[config.mk]
export PLATFORM = sky130hd
export DESIGN_NAME = stack_ctrl
export DESIGN_NICKNAME = d
export VERILOG_FILES = /design/src/rtl/stack_ctrl.sv
export SDC_FILE = /design/constraint.sdc
export NUM_CORES = 1
export LEC_CHECK = 0
export CAP_MARGIN = 5
export CORE_ASPECT_RATIO = 1.4
export CORE_MARGIN = 2
export CORE_UTILIZATION = 30
export CTS_BUF_LIST = sky130_fd_sc_hd__clkbuf_8
export DETAILED_ROUTE_END_ITERATION = 7
export REMOVE_ABC_BUFFERS = 1
export SKIP_LAST_GASP = 1
export SYNTH_ARGS = -nofsm -noshare
export SYNTH_HDL_FRONTEND = slang
export SYNTH_SLANG_ARGS = --single-unit
[constraint.sdc]
create_clock -name clk -period 5.2 [get_ports clk]
set_clock_uncertainty 0.15 [all_clocks]
set_input_delay 1.04 -clock clk [delete_from_list [all_inputs] [get_ports clk]]
set_output_delay 1.04 -clock clk [all_outputs]
set_load 0.005 [all_outputs]
[src/rtl/stack_ctrl.sv]
// Stack engine for PUSH/POP/CALL/RET on a full-descending word stack.
// It checks for faults when a command is accepted, runs one data-memory access, then writes back SP/LR/PC.
module stack_ctrl #(
    parameter logic [31:0] STACK_TOP    = 32'h0000_1000,
    parameter logic [31:0] STACK_BOTTOM = 32'h0000_0800
) (
    input  logic        clk,
    input  logic        rst_n,
    input  logic        cmd_valid,
    output logic        cmd_ready,
    input  logic [1:0]  cmd_op,
    input  logic [31:0] cmd_data,
    input  logic [31:0] sp_in,
    input  logic [31:0] lr_in,
    input  logic [31:0] pc_in,
    output logic        wr_sp,
    output logic        wr_lr,
    output logic        wr_pc,
    output logic [31:0] wr_sp_data,
    output logic [31:0] wr_lr_data,
    output logic [31:0] wr_pc_data,
    output logic        mem_req,
    output logic        mem_we,
    output logic [31:0] mem_addr,
    output logic [31:0] mem_wdata,
    input  logic [31:0] mem_rdata,
    input  logic        mem_ack,
    output logic        rsp_valid,
    output logic [31:0] rsp_data,
    output logic        rsp_err,
    output logic [1:0]  err_code
);
    typedef enum logic [1:0] {IDLE, MEM, WB} state_t;

    localparam logic [1:0] OP_PUSH = 2'b00;
    localparam logic [1:0] OP_POP  = 2'b01;
    localparam logic [1:0] OP_CALL = 2'b10;
    localparam logic [1:0] OP_RET  = 2'b11;

    state_t      state;
    logic [1:0]  op_q;
    logic [31:0] data_q, sp_q, lr_q, pc_q;
    logic        is_down;
    logic [1:0]  fault_code;

    assign cmd_ready = (state == IDLE);
    assign is_down   = (cmd_op == OP_PUSH) || (cmd_op == OP_CALL);

    always_comb begin
        fault_code = 2'b00;
        if (sp_in[1:0] != 2'b00)
            fault_code = 2'b11;
        else if (is_down && (sp_in < STACK_BOTTOM + 32'd4))
            fault_code = 2'b01;
        else if (!is_down && (sp_in >= STACK_TOP))
            fault_code = 2'b10;
    end

    always_ff @(posedge clk or negedge rst_n) begin
        if (!rst_n) begin
            state      <= IDLE;
            op_q       <= 2'b00;
            data_q     <= '0;
            sp_q       <= '0;
            lr_q       <= '0;
            pc_q       <= '0;
            wr_sp      <= 1'b0;
            wr_lr      <= 1'b0;
            wr_pc      <= 1'b0;
            wr_sp_data <= '0;
            wr_lr_data <= '0;
            wr_pc_data <= '0;
            mem_req    <= 1'b0;
            mem_we     <= 1'b0;
            mem_addr   <= '0;
            mem_wdata  <= '0;
            rsp_valid  <= 1'b0;
            rsp_data   <= '0;
            rsp_err    <= 1'b0;
            err_code   <= 2'b00;
        end else begin
            case (state)
                IDLE: begin
                    if (cmd_valid) begin
                        op_q   <= cmd_op;
                        data_q <= cmd_data;
                        sp_q   <= sp_in;
                        lr_q   <= lr_in;
                        pc_q   <= pc_in;
                        if (fault_code != 2'b00) begin
                            state     <= WB;
                            rsp_valid <= 1'b1;
                            rsp_err   <= 1'b1;
                            err_code  <= fault_code;
                        end else begin
                            state    <= MEM;
                            mem_req  <= 1'b1;
                            mem_we   <= is_down;
                            mem_addr <= is_down ? sp_in - 32'd4 : sp_in;
                            if (cmd_op == OP_PUSH)
                                mem_wdata <= cmd_data;
                            else if (cmd_op == OP_CALL)
                                mem_wdata <= lr_in;
                            else
                                mem_wdata <= '0;
                        end
                    end
                end
                MEM: begin
                    if (mem_ack) begin
                        state     <= WB;
                        mem_req   <= 1'b0;
                        mem_we    <= 1'b0;
                        mem_addr  <= '0;
                        mem_wdata <= '0;
                        rsp_valid <= 1'b1;
                        wr_sp     <= 1'b1;
                        case (op_q)
                            OP_PUSH: begin
                                wr_sp_data <= sp_q - 32'd4;
                                rsp_data   <= '0;
                            end
                            OP_POP: begin
                                wr_sp_data <= sp_q + 32'd4;
                                rsp_data   <= mem_rdata;
                            end
                            OP_CALL: begin
                                wr_sp_data <= sp_q - 32'd4;
                                wr_lr      <= 1'b1;
                                wr_lr_data <= pc_q + 32'd4;
                                wr_pc      <= 1'b1;
                                wr_pc_data <= data_q;
                                rsp_data   <= pc_q + 32'd4;
                            end
                            default: begin
                                wr_sp_data <= sp_q + 32'd4;
                                wr_pc      <= 1'b1;
                                wr_pc_data <= lr_q;
                                wr_lr      <= 1'b1;
                                wr_lr_data <= mem_rdata;
                                rsp_data   <= lr_q;
                            end
                        endcase
                    end
                end
                WB: begin
                    state      <= IDLE;
                    wr_sp      <= 1'b0;
                    wr_lr      <= 1'b0;
                    wr_pc      <= 1'b0;
                    wr_sp_data <= '0;
                    wr_lr_data <= '0;
                    wr_pc_data <= '0;
                    rsp_valid  <= 1'b0;
                    rsp_data   <= '0;
                    rsp_err    <= 1'b0;
                    err_code   <= 2'b00;
                end
                default: state <= IDLE;
            endcase
        end
    end
endmodule

Word-level counts from Yosys, hierarchy flattened
Index checks and enable logic that the tools add are counted.

Register bits after elaboration: 332. Input port bits: 166. Output and inout bits: 202. Word-level logic and storage cells: 105.

Add/sub/neg operators: 4. $lt $le $gt $ge: 2. Equality and inequality tests: 10. Mux-type cells: 48. Reduce and logical (&&, ||, !) cells: 22.

Operators with widths (count): 32-bit case mux with 2 select lines (8); 32-bit two-way mux (13); 32-bit case mux with 3 select lines (1); 32-bit by 3-bit adder with 32-bit output, second input constant (2); 32-bit by 3-bit subtractor with 32-bit output, second input constant (2); 32-bit by 13-bit >= comparator with 1-bit output, second input constant (1); 32-bit by 12-bit < comparator with 1-bit output, second input constant (1); 2-bit two-way mux (8); 1-bit two-way mux (10); 1-bit case mux with 2 select lines (5); 2-bit nonzero test (5); 2-bit inequality test, second input constant (4); 2-bit case mux with 2 select lines (2); 4-bit AND reduction (2); 2-bit equality test, second input constant (3); 2-bit logical NOT (3); 2-bit AND reduction (3); 3-bit AND reduction (2); 2-bit by 1-bit equality test with 1-bit output, second input constant (2); 2-bit OR reduction (2); 1-bit case mux with 3 select lines (1); 3-bit nonzero test (1); 1-bit logical AND (2); 2-bit by 1-bit inequality test with 1-bit output, second input constant (1); other kinds (2) (2).

Depth between registers and ports, before layout
Depth after elaboration: 11. Depth in mapped cells: 11. Mapped depth without buffers: 9.

Worst setup path before layout
No wires, ideal clock.

Path kind: reg-to-reg. From: reg op_q[0]. To: reg wr_sp_data[31]. Data arrival time: 3320 ps. Path slack: 1606 ps. Cell stages (with the launch flop): 11. Path buffers: 1. Clock period less this slack: 3594 ps. Cells stage by stage: dfrtp_1 > inv_2 > clkbuf_1 > ha_1 > a21o_1 > a21o_1 > o2111ai_1 > a41oi_1 > a221oi_1 > nor2_1 > a211o_1.

Word-level cells in the longest chain between the ends: 5.

Ends and longest elaborated chain: start: declaration (RTL line 41) `logic [1:0] op_q;`; start signal: assignment (RTL line 85) `op_q <= cmd_op;`; 2-bit equality test / 2-bit logical NOT (equally long branches) (RTL line 118) `case (op_q)`; 2-bit OR reduction (no line) *; 32-bit two-way mux *; 32-bit two-way mux * (RTL line 110) `if (mem_ack) begin`; 32-bit case mux with 2 select lines * (RTL line 82) `case (state)`; end signal: assignment (RTL line 120) `wr_sp_data <= sp_q - 32'd4;`; end signal: assignment (RTL line 124) `wr_sp_data <= sp_q + 32'd4;`; end signal: assignment (RTL line 128) `wr_sp_data <= sp_q - 32'd4;`; end: declaration (RTL line 19) `output logic [31:0] wr_sp_data,`.

Every way passes the cells marked *; elsewhere a longest branch is shown, timed or not. The select of a mux whose other input is x is not followed. A chain may end at the register's enable or synchronous reset.

Worst setup path in the final report
From: in sp_in[18]. To: reg mem_wdata[15].

Word-level cells in the longest chain between the ends: 8.

Ends and longest elaborated chain: start: declaration (RTL line 13) `input logic [31:0] sp_in,`; 32-bit by 13-bit >= comparator with 1-bit output (RTL line 55) `else if (!is_down && (sp_in >= STACK_TOP))`; 1-bit logical AND (RTL line 55); 2-bit two-way mux (RTL line 55); 2-bit two-way mux * (RTL line 53) `else if (is_down && (sp_in < STACK_BOTTOM + 32'd4))`; 2-bit two-way mux * (RTL line 51) `if (sp_in[1:0] != 2'b00)`; 2-bit nonzero test * (RTL line 90) `if (fault_code != 2'b00) begin`; 2-bit inequality test (no line) *; 4-bit AND reduction (no line) *; end signal: assignment (RTL line 101) `mem_wdata <= cmd_data;`; end signal: assignment (RTL line 103) `mem_wdata <= lr_in;`; end: declaration (RTL line 25) `output logic [31:0] mem_wdata,`.

Every way passes the cells marked *; elsewhere a longest branch is shown, timed or not.

==> impl_metrics.yaml <==
critical_path:
  critical_path.max_fanout: 45
  required_ns: 5.62
  endpoint_kind: "flop"
  crit_path_start_kind: "input port"
  worstSetupPathType: "input port to flop"
  arrival_ns: 4.51
cts:
  htree_levels: 2
  ctsHoldBuffers: 0
  cts_buffer_depth: 3
  cts_tree: "built"
  cts_resized: 0
  clk_latency_ns: 0.66
  cts-buffers-inserted: 55
  path_clk_slew_ns: 0.07
  post_cts_buffers: 0
  cts_root_buf: "clkbuf_8"
  clock-sinks: 332
final_layout:
  multi_input_area_um2: 7730
  drive_gt1_frac: 0.153
  final_util: 0.407
  nets: 2071
  num-fill-cells: 5305
  seq_area_um2: 8310
  area_growth_pct: 33.9
place:
  post-dp-hpwl_um: 40600
  gp_congestion: 0.908
  portBuffers: 367
  pre_cts_slack_ns: 0.373
power_and_ir_drop:
  p_leak_nw: 9.07
  ir_worst_vdd_uv: 220
  powerDensity_nw_per_um2: 375
floorplanning:
  ios: 368
  die_h_um: 281
  die_x_um: 202
  start_util: 0.304
  row_count: 101
  coreArea_um2: 54200
  fp.dieArea_um2: 56800
global_route:
  grt_pass1_vias: 14266
  grtUsageTotal: 0.202
  grt_pass1_wl_um: 88000
  grt_max_degree: 96
  antenna_found_initial: 12
  grt_overflow: 0
drt:
  wl_per_cell_um: 21.9
  via_count: 13710
  viasPerCell: 5.18
  drc: 0
  wirelength_um: 57800
  drt_iter0_drc: 739
  ant_nets: 0
  first_pass_iters: 5
synthesis:
  ys_seq_area_frac: 0.504
  syn_area_per_cell_um2: 10.8
  synth.ff_latch_count: 332
  ys_types: 71
  synthFlopType: "dfrtp_1"
  yosysWarnings: 0
  netlist_area_um2: 16500
  synthesis.instances: 1531
  synthArstFlopShare: 1.00
  synth_edf_count: 0
outcome:
  outcome: "finished, final reports clean"
timing:
  period_minus_slack_ns: 4.09
  rsz0062_at_grt: "false"
  worst_slew_pin_slew_ns: 1.14
  max_freq_mhz: 244
  slew_headroom: 0.238
  final-hold-violation-count: 0
  setup_viol: 0
  drv_slew: 0
  timing.final.crit_share: 0.787
  fin_ws_ns: 1.11
hold_path:
  hold_class: "input port to asynchronous set/reset pin"
job:
  timing.max_cap.violations: 0
layout make-up:
class / count / share of cell area
antenna: 8 / 0.000907
clock buffer: 67 / 0.0418
clock inverter: 35 / 0.0107
inverter: 16 / 0.00272
multi-input combinational: 1079 / 0.350
sequential: 332 / 0.377
tap: 721 / 0.0409
timing repair buffer: 389 / 0.176
worst max-delay path, cell delays in order:
cell and delay [ns]:
clkdlybuf4s50_1 0.51, nor4_1 0.44, nor3b_1 0.48, nand4_1 0.33, nor2_2 0.25, nor2_1 0.12
o22ai_4 0.78, buf_12 0.34, o2bb2ai_1 0.15
path summary, 6_finish.rpt:
kind,from,end,slack (ns),cells past startpoint
min,rst_n,wr_pc_data[0],0.27,1
min in group clk,wr_sp,wr_sp,0.33,2
min reg2reg,wr_sp,wr_sp,0.33,2
max in group asynchronous,rst_n,mem_wdata[26],3.60,2
max,sp_in[18],mem_wdata[15],1.11,9
max reg2reg,op_q[0],wr_sp_data[31],1.76,9
cells by family after synthesis:
family                     synth area share
and+or+nand+nor                       0.117
AOI/OAI and AO/OA                     0.153
DFF                                   0.504
muxes                                 0.131
buffers and inverters                0.0302
xor gates and xnor gates             0.0388
adders and majority gates            0.0248
cells in the mapped netlist, types with 10 or more instances:
| library cell | instances | area share |
|---|---|---|
| xnor2_1 | 43 | 0.023 |
| mux2_2 | 144 | 0.098 |
| nand4_1 | 20 | 0.0076 |
| nor3_1 | 15 | 0.0046 |
| o22ai_1 | 19 | 0.0072 |
| nand3_1 | 107 | 0.033 |
| clkbuf_1 | 83 | 0.019 |
| o21ai_0 | 134 | 0.041 |
| mux2i_1 | 54 | 0.033 |
| xor2_1 | 30 | 0.016 |
| nand2_1 | 93 | 0.021 |
| a21oi_1 | 82 | 0.025 |
| a21o_1 | 16 | 0.0073 |
| a311oi_1 | 13 | 0.0069 |
| nor2_1 | 83 | 0.019 |
| inv_1 | 15 | 0.0034 |
| o2bb2ai_1 | 52 | 0.028 |
| ha_1 | 31 | 0.024 |
| dfrtp_1 | 332 | 0.50 |
| o2bb2ai_2 | 10 | 0.0091 |
through the flow:
stage	power (mW)	instances	hold WS (ns)	TNS (ns)	instance area, um^2
floorplan	4.72	1427	0.285	-1590.26	16000
global placement	5.81	2537	0.313	0	20900
detailed placement	5.86	2537	0.321	0	20900
CTS	8.37	2639	0.259	0	22000
global route	8.76	2646	0.290	0	22100
finish	8.27	2647	0.266	0	22100
flip-flops by register name (all words and copies together), names as in the netlist, 32 cells and up:
signal,flops
mem_wdata,32
sp_q,32
wr_pc_data,32
lr_q,32
wr_lr_data,32
pc_q,32
wr_sp_data,32
data_q,32
mem_addr,32
rsp_data,32
metal layers:
metal  wire length, um  vias to the layer above  track usage
li1                  -                     6320            -
met1             22800                     6838        0.235
met2             30000                      432        0.361
met3              3240                      110       0.0433
met4              1720                       10       0.0750
met5                67                        -            0
layout by cell type, fill, tap and decap left out, drive strengths merged, types with 11 or more instances in the layout:
cell type and count:
clkdlybuf4s50 365, dfrtp 332, mux2 144, o21ai 137, nand3 107, nand2 93
nor2 84, a21oi 82, clkbuf 67, o2bb2ai 62, mux2i 54, xnor2 43
ha 31, xor2 30, inv 29, buf 24, nand4 20, o22ai 20
clkinv 17, a21o 16, nor3 15, a311oi 13, nor4 11
power breakdown:
group          internal (mW)  switching (mW)
clock network           1.28            1.17
registers               2.98           0.323
logic                   1.25            1.26
No activity file was read; power rests on OpenSTA's default activity.
